$ cat src/rtl/mux_pkg.sv
// rtl/mux_pkg.sv - shared state encodings for the skid-buffered selector
package mux_pkg;

    typedef enum logic [1:0] {
        ST_EMPTY = 2'd0,
        ST_ONE   = 2'd1,
        ST_TWO   = 2'd2
    } state_t;

    // Only a full skid buffer refuses new beats.
    function automatic logic ready_in(state_t s);
        return s != ST_TWO;
    endfunction

endpackage

$ cat src/rtl/mux_n_comb.sv
// rtl/mux_n_comb.sv - combinational NUM_IN:1 selector with out-of-range flag
module mux_n_comb #(
    parameter int WIDTH  = 32,
    parameter int NUM_IN = 4,
    parameter int SEL_W  = $clog2(NUM_IN)
) (
    input  logic [NUM_IN*WIDTH-1:0] in_data,
    input  logic [SEL_W-1:0]        sel,
    output logic [WIDTH-1:0]        data,
    output logic                    err
);

    // Out-of-range selects fall through to zero data.
    always_comb begin
        data = '0;
        err  = int'(sel) >= NUM_IN;
        for (int k = 0; k < NUM_IN; k++) begin
            if (int'(sel) == k) begin
                data = in_data[k*WIDTH +: WIDTH];
            end
        end
    end

endmodule

$ cat src/rtl/mux_n_skid.sv
// rtl/mux_n_skid.sv - N-way selector with registered valid/ready output and 2-entry skid
module mux_n_skid
    import mux_pkg::*;
#(
    parameter int WIDTH  = 32,
    parameter int NUM_IN = 4,
    parameter int SEL_W  = $clog2(NUM_IN)
) (
    input  logic                    clk,
    input  logic                    reset,
    input  logic [NUM_IN*WIDTH-1:0] in_data,
    input  logic [SEL_W-1:0]        in_sel,
    input  logic                    in_valid,
    output logic                    in_ready,
    output logic [WIDTH-1:0]        out_data,
    output logic                    out_err,
    output logic                    out_valid,
    input  logic                    out_ready,
    output logic                    err_sticky
);

    state_t           state, state_n;
    logic             ready_q;
    logic [WIDTH-1:0] main_data, skid_data, sel_data;
    logic             main_err, skid_err, sel_err;
    logic             accept, consume;
    logic             load_main, main_from_skid, load_skid;

    mux_n_comb #(
        .WIDTH  (WIDTH),
        .NUM_IN (NUM_IN),
        .SEL_W  (SEL_W)
    ) u_sel (
        .in_data (in_data),
        .sel     (in_sel),
        .data    (sel_data),
        .err     (sel_err)
    );

    assign in_ready   = ready_q;
    assign out_valid  = state != ST_EMPTY;
    assign out_data   = main_data;
    assign out_err    = main_err;
    assign accept     = in_valid && ready_q;
    assign consume    = out_valid && out_ready;

    always_comb begin
        state_n        = state;
        load_main      = 1'b0;
        main_from_skid = 1'b0;
        load_skid      = 1'b0;
        case (state)
            ST_EMPTY: begin
                if (accept) begin
                    state_n   = ST_ONE;
                    load_main = 1'b1;
                end
            end
            ST_ONE: begin
                case ({accept, consume})
                    2'b10: begin
                        state_n   = ST_TWO;
                        load_skid = 1'b1;
                    end
                    2'b11:   load_main = 1'b1;
                    2'b01:   state_n   = ST_EMPTY;
                    default: state_n   = ST_ONE;
                endcase
            end
            ST_TWO: begin
                if (consume) begin
                    state_n        = ST_ONE;
                    main_from_skid = 1'b1;
                end
            end
            default: state_n = ST_EMPTY;
        endcase
    end

    // in_ready is flopped from the next state so it never sees out_ready combinationally.
    always_ff @(posedge clk) begin
        if (reset) begin
            state      <= ST_EMPTY;
            ready_q    <= 1'b1;
            main_data  <= '0;
            main_err   <= 1'b0;
            skid_data  <= '0;
            skid_err   <= 1'b0;
            err_sticky <= 1'b0;
        end else begin
            state   <= state_n;
            ready_q <= ready_in(state_n);
            if (load_main) begin
                main_data <= sel_data;
                main_err  <= sel_err;
            end else if (main_from_skid) begin
                main_data <= skid_data;
                main_err  <= skid_err;
            end
            if (load_skid) begin
                skid_data <= sel_data;
                skid_err  <= sel_err;
            end
            if (accept && sel_err) begin
                err_sticky <= 1'b1;
            end
        end
    end

endmodule
$ cat config.mk
export PLATFORM = sky130hd
export DESIGN_NAME = mux_n_skid
export DESIGN_NICKNAME = d
export VERILOG_FILES = /design/src/rtl/mux_pkg.sv /design/src/rtl/mux_n_comb.sv /design/src/rtl/mux_n_skid.sv
export SDC_FILE = /design/constraint.sdc
export NUM_CORES = 1
export LEC_CHECK = 0
export BUFFER_PORTS_ARGS = -buffer_cell sky130_fd_sc_hd__buf_2
export CAP_MARGIN = 25
export CORE_ASPECT_RATIO = 0.5
export CORE_UTILIZATION = 50
export DETAILED_ROUTE_END_ITERATION = 7
export PLACE_DENSITY = 0.85
export SKIP_LAST_GASP = 1
export SLEW_MARGIN = 10
export SYNTH_ARGS = -nofsm -noshare
export SYNTH_HDL_FRONTEND = slang
export SYNTH_SLANG_ARGS = --single-unit
$ cat constraint.sdc
create_clock -name clk -period 2.9 [get_ports clk]
set_input_delay 0.145 -clock clk [delete_from_list [all_inputs] [get_ports clk]]
set_output_delay 0.145 -clock clk [all_outputs]
set_load 0.02 [all_outputs]
# Word level (Yosys, flattened, before mapping)
# Cells that the tools add are included.
[classes] reduce_logical=6 n_eq_ne=9 mux=17
[op_table] cell="32-bit 2-to-1 mux" n=6
[op_table] cell="2-bit case mux with 3 select lines" n=2
[op_table] cell="2-bit == test (second input constant)" n=5
[op_table] cell="2-bit by 1-bit == test with 1-bit output (second input constant)" n=3
[op_table] cell="1-bit 2-to-1 mux" n=6
[op_table] cell="2-bit logical NOT" n=2
[op_table] cell="2-bit 2-to-1 mux" n=2
[op_table] cell="2-bit nonzero test" n=2
[op_table] cell="1-bit logical AND" n=2
[op_table] cell="2-bit != test (second input constant)" n=1
[op_table] cell="1-bit case mux with 2 select lines" n=1
[totals] inputBits=134 out_inout_bits=36 elab_cells=36 ff_bits=67

# Longest topological paths before layout
[logic_depth] word_depth=6 ltp_mapped=7 ltp_nobuf=4

# By module
# A second synthesis with hierarchy kept.
[unflattened] cells_unflattened=359 hier_area_um2=4095.2
[modules_own_cells] module="mux_n_skid" instances=1 cells_each=318 seq_area_each_um2=1401.3 area_each_um2=3269.4
[modules_own_cells] module="mux_n_comb" instances=1 cells_each=41 seq_area_each_um2=0.0 area_each_um2=825.8

# Worst setup path after synthesis
# No wires, ideal clock.
[synth_timing] path_type="flip-flop to flip-flop" from="reg ready_q (netlist: in_ready)" to="reg main_data[14] (netlist: out_data[14])" required_ns=2.804 synth_period_minus_slack_ns=1.473 stages_incl_launch_ff=6 path_slack_ns=1.427 path_buffers=1 setup_time_ns=0.096 arrival_time_ns=1.377 cell_sequence="dfxtp_1 -> nand2_1 -> nor3_2 -> clkbuf_1 -> nand2_1 -> a221oi_1"
[synth_between] elab_chain_len=5
[synth_lines] item="start: declaration" line_no="mux_n_skid.sv:23" text="logic ready_q;"
[synth_lines] item="start signal: assignment" line_no="mux_n_skid.sv:92" text="ready_q <= ready_in(state_n);"
[synth_lines] item="1-bit logical AND (*)" line_no="mux_n_skid.sv:44" text="assign accept = in_valid && ready_q;"
[synth_lines] item="2-bit == test" line_no="mux_n_skid.sv:60" text="case ({accept, consume})"
[synth_lines] item="1-bit 2-to-1 mux" line_no="mux_n_skid.sv:60"
[synth_lines] item="1-bit case mux with 2 select lines (*)" line_no="mux_n_skid.sv:52" text="case (state)"
[synth_lines] item="32-bit 2-to-1 mux / 2-bit nonzero test (equally long branches)"
[synth_lines] item="end signal: assignment" line_no="mux_n_skid.sv:94" text="main_data <= sel_data;"
[synth_lines] item="end signal: assignment" line_no="mux_n_skid.sv:97" text="main_data <= skid_data;"
[synth_lines] item="end: declaration" line_no="mux_n_skid.sv:24" text="logic [WIDTH-1:0] main_data, skid_data, sel_data;"
# Mark *: on every way between the ends. The rest lies on a longest branch, timed or not.
# A chain may end at the register's enable or synchronous reset.

# Worst setup path in the final report
[layout_timing] from="reg state[1]" to="reg skid_data[1]"
[layout_between] elab_chain_len=5
[layout_lines] item="start: declaration" line_no="mux_n_skid.sv:22" text="state_t state, state_n;"
[layout_lines] item="start signal: assignment" line_no="mux_n_skid.sv:91" text="state <= state_n;"
[layout_lines] item="2-bit nonzero test" line_no="mux_n_skid.sv:41" text="assign out_valid = state != ST_EMPTY;"
[layout_lines] item="1-bit logical AND" line_no="mux_n_skid.sv:45" text="assign consume = out_valid && out_ready;"
[layout_lines] item="2-bit == test" line_no="mux_n_skid.sv:60"
[layout_lines] item="1-bit 2-to-1 mux" line_no="mux_n_skid.sv:60"
[layout_lines] item="1-bit 2-to-1 mux (*)" line_no="mux_n_skid.sv:52"
[layout_lines] item="end signal: assignment" line_no="mux_n_skid.sv:101" text="skid_data <= sel_data;"
[layout_lines] item="end: declaration" line_no="mux_n_skid.sv:24"
# Marked as above.

==> metrics.cfg <==
[die]
die-height_um = 61.8
core_area_sq_mm = 0.00681
start_util_pct = 52.5
die-area_sq_mm = 0.00751
dieWidth_um = 122
placementRows = 21
ios = 170

[clock_network]
clock_latency_ns = 0.33
cts_hold_buffers = 0
root_buffer = clkbuf_16
cts_tree = done
post_cts_buffers = 0
h-tree-depth = 3
clkTransAtPathRegs_ns = 0.06
cts_resized = 0
cts_buffer_depth = 2
cts-buffers-inserted = 9
clock_sinks = 67

[sta]
fin_tns_setup_ns = 0
fin_skew_ns = 0.00495
worst_pin_slew_ns = 1.01
setup_violations = 0
clock.fmax_ghz = 0.475
fin_crit_sh_pct = 72.6
relSlewSlack_pct = 32.2
hold_viol_final = 0
grt_setup_unrepaired = false
slew_violations = 0
layout_min_cycle_time_ns = 2.10

[global_routing]
grt.overflow.total = 0
track_usage_pct = 26.6
grt_pass1_vias = 3248
antenna_found_initial = 0
grt_pass1_wl_mm = 15.1
grt_max_degree = 49

[detailed_routing]
drt-pass1-iter-count = 5
drtIter0Drc = 246
routedWlPerCell_um = 16.2
vias_per_cell = 5.64
drcViolationCount = 0
ant_nets = 0
vias = 3487
routed_wirelength_mm = 9.99

[setup_path]
worstRegToRegCells = 5
cp.arrival_ns = 2.35
required_ns = 3.15
crit_type = reg -> reg
r2r_slack_ns = 0.80
startpoint_type = register
cp_max_fo = 22
end_kind = register

[finish]
fin_area_sq_mm = 0.00474
final_cells = 618
fillers = 506
antenna_cells = 0
drive_gt1_share_pct = 46.4
synthToLayoutAreaGrowth_pct = 32.6
nNetsFinal = 655

[synth]
synth_cell_type_count = 26
netlist_instances = 368
avgSynthCellArea_sq_um = 9.71
yosys.area.top_type = dfxtp_1
synthTopCellsByArea = dfxtp_1 38%, mux4_2 20%, nand2_1 9.5%
ys_ff_latch = 67
synth_compound_area_share_pct = 19.3
synthAdderAreaFrac_pct = 0
synth-xor-area-share_pct = 0
synth_top_area_share_pct = 37.5
synthesis.area_sq_mm = 0.00357
synth_simple_gate_area_share_pct = 12.3
synthesis.yosys.warnings = 0
synth-seq-area-share_pct = 37.5
synth_top_family_by_area = multiplexers
synthMuxAreaShare_pct = 23.0

[pwr]
p_leak_uw = 0.00207
netSwitchingPower_uw = 750
switching_share_pct = 27.9
powerDensity_mw_per_mm2 = 568
ir_drop_v = 0.000423
internal_power_uw = 1940
p_clk_share_pct = 41.5
pwr-share-comb_pct = 20.8
seqPwrFrac_pct = 37.7

[hold_path]
hold_path.class = in -> reg
hold_depth = 2

[job]
cap_violations = 0

[place]
routabilityCongestion = 0.815
placed_area_sq_mm = 0.00443
place_inst = 602
place.port_buffers = 167
hpwlAfterDp_mm = 6.46

[outcome]
status = finished clean

[cells in the mapped netlist]
master / instances
a211oi_1: 10
a21boi_4: 1
a21oi_1: 56
a221oi_1: 6
a221oi_2: 17
and3b_1: 1
buf_1: 4
buf_2: 9
buf_4: 7
buf_6: 3
clkbuf_1: 11
conb_1: 1
dfxtp_1: 67
inv_1: 24
mux2i_1: 10
mux4_2: 32
nand2_1: 90
nand2b_1: 2
nand3b_1: 1
nand4b_1: 1
nor2_1: 10
nor2b_1: 1
nor3_1: 1
nor3_2: 1
o22a_1: 1
or2_2: 1
[cell usage in the layout, fill, tap and decap left out, drive strengths merged, types with 2 or more instances in the layout]
cell / n
nor3: 2
mux2i: 10
inv: 24
nand2b: 2
nor2: 10
clkinvlp: 3
a211oi: 10
buf: 175
a21oi: 56
mux4: 32
a221oi: 23
conb: 2
nand2: 90
dfxtp: 67
clkbuf: 11
[logic make-up after synthesis]
group	Yosys count
other	1
muxes	42
buffers and inverters	58
AOI/OAI and AO/OA	91
and+or+nand+nor	109
DFF	67
[power groups by stage]
stage          Sequential, uW  Combinational, uW  Clock [uW]
5_1_grt                  1020                604        1160
3_5_place_dp             1030                547           0
2_1_floorplan            1080                314           0
4_1_cts                  1010                558        1120
3_3_place_gp             1030                535           0
6_report                 1010                560        1120
[metal layers]
layer / wire length, um / share of wire [%] / track usage [%]
met5: 0 / 0 / 0
met3: 651 / 6.5 / 6.20
met1: 4010 / 40 / 31.4
met4: 284 / 2.8 / 12.5
met2: 5040 / 50 / 48.1
[metrics by stage]
step	setup slack (ns)	hold slack (ns)	total power, uW	utilization, %
floorplan	1.43	0.235	1400	-
global placement	0.988	0.418	1560	65.0
detailed placement	0.921	0.431	1580	65.0
CTS	0.847	0.0825	2690	69.6
global route	0.708	0.107	2790	69.6
finish	0.795	0.0840	2690	69.6
[sequential cells by signal, indices dropped and copies added (netlist names)]
register   cells
in_ready       1
out_data      32
state          2
skid_data     32
[worst max-delay path, cell delays in order, from the launching register on]
cell     delay, ns
dfxtp_1       0.53
and3b_1       0.29
nand2_1       0.62
buf_4         0.31
nand2_1       0.09
a21oi_1       0.18
[layout make-up]
class / count / area [sq um] / area share, %
Clock inverter: 5 / 61.3 / 1.29
Sequential cell: 67 / 1340 / 28.3
Timing Repair Buffer: 175 / 908 / 19.2
Inverter: 24 / 90.1 / 1.90
Multi-Input combinational cell: 244 / 1970 / 41.6
Clock buffer: 11 / 253 / 5.33
Tap cell: 92 / 115 / 2.43
[worst paths after layout]
path	from	endpoint
max	state[1]	skid_data[1]
min	out_ready	state[1]
max reg2reg	state[1]	skid_data[1]
min reg2reg	out_data[17]	out_data[17]
Power figures use the tool's default switching activity.
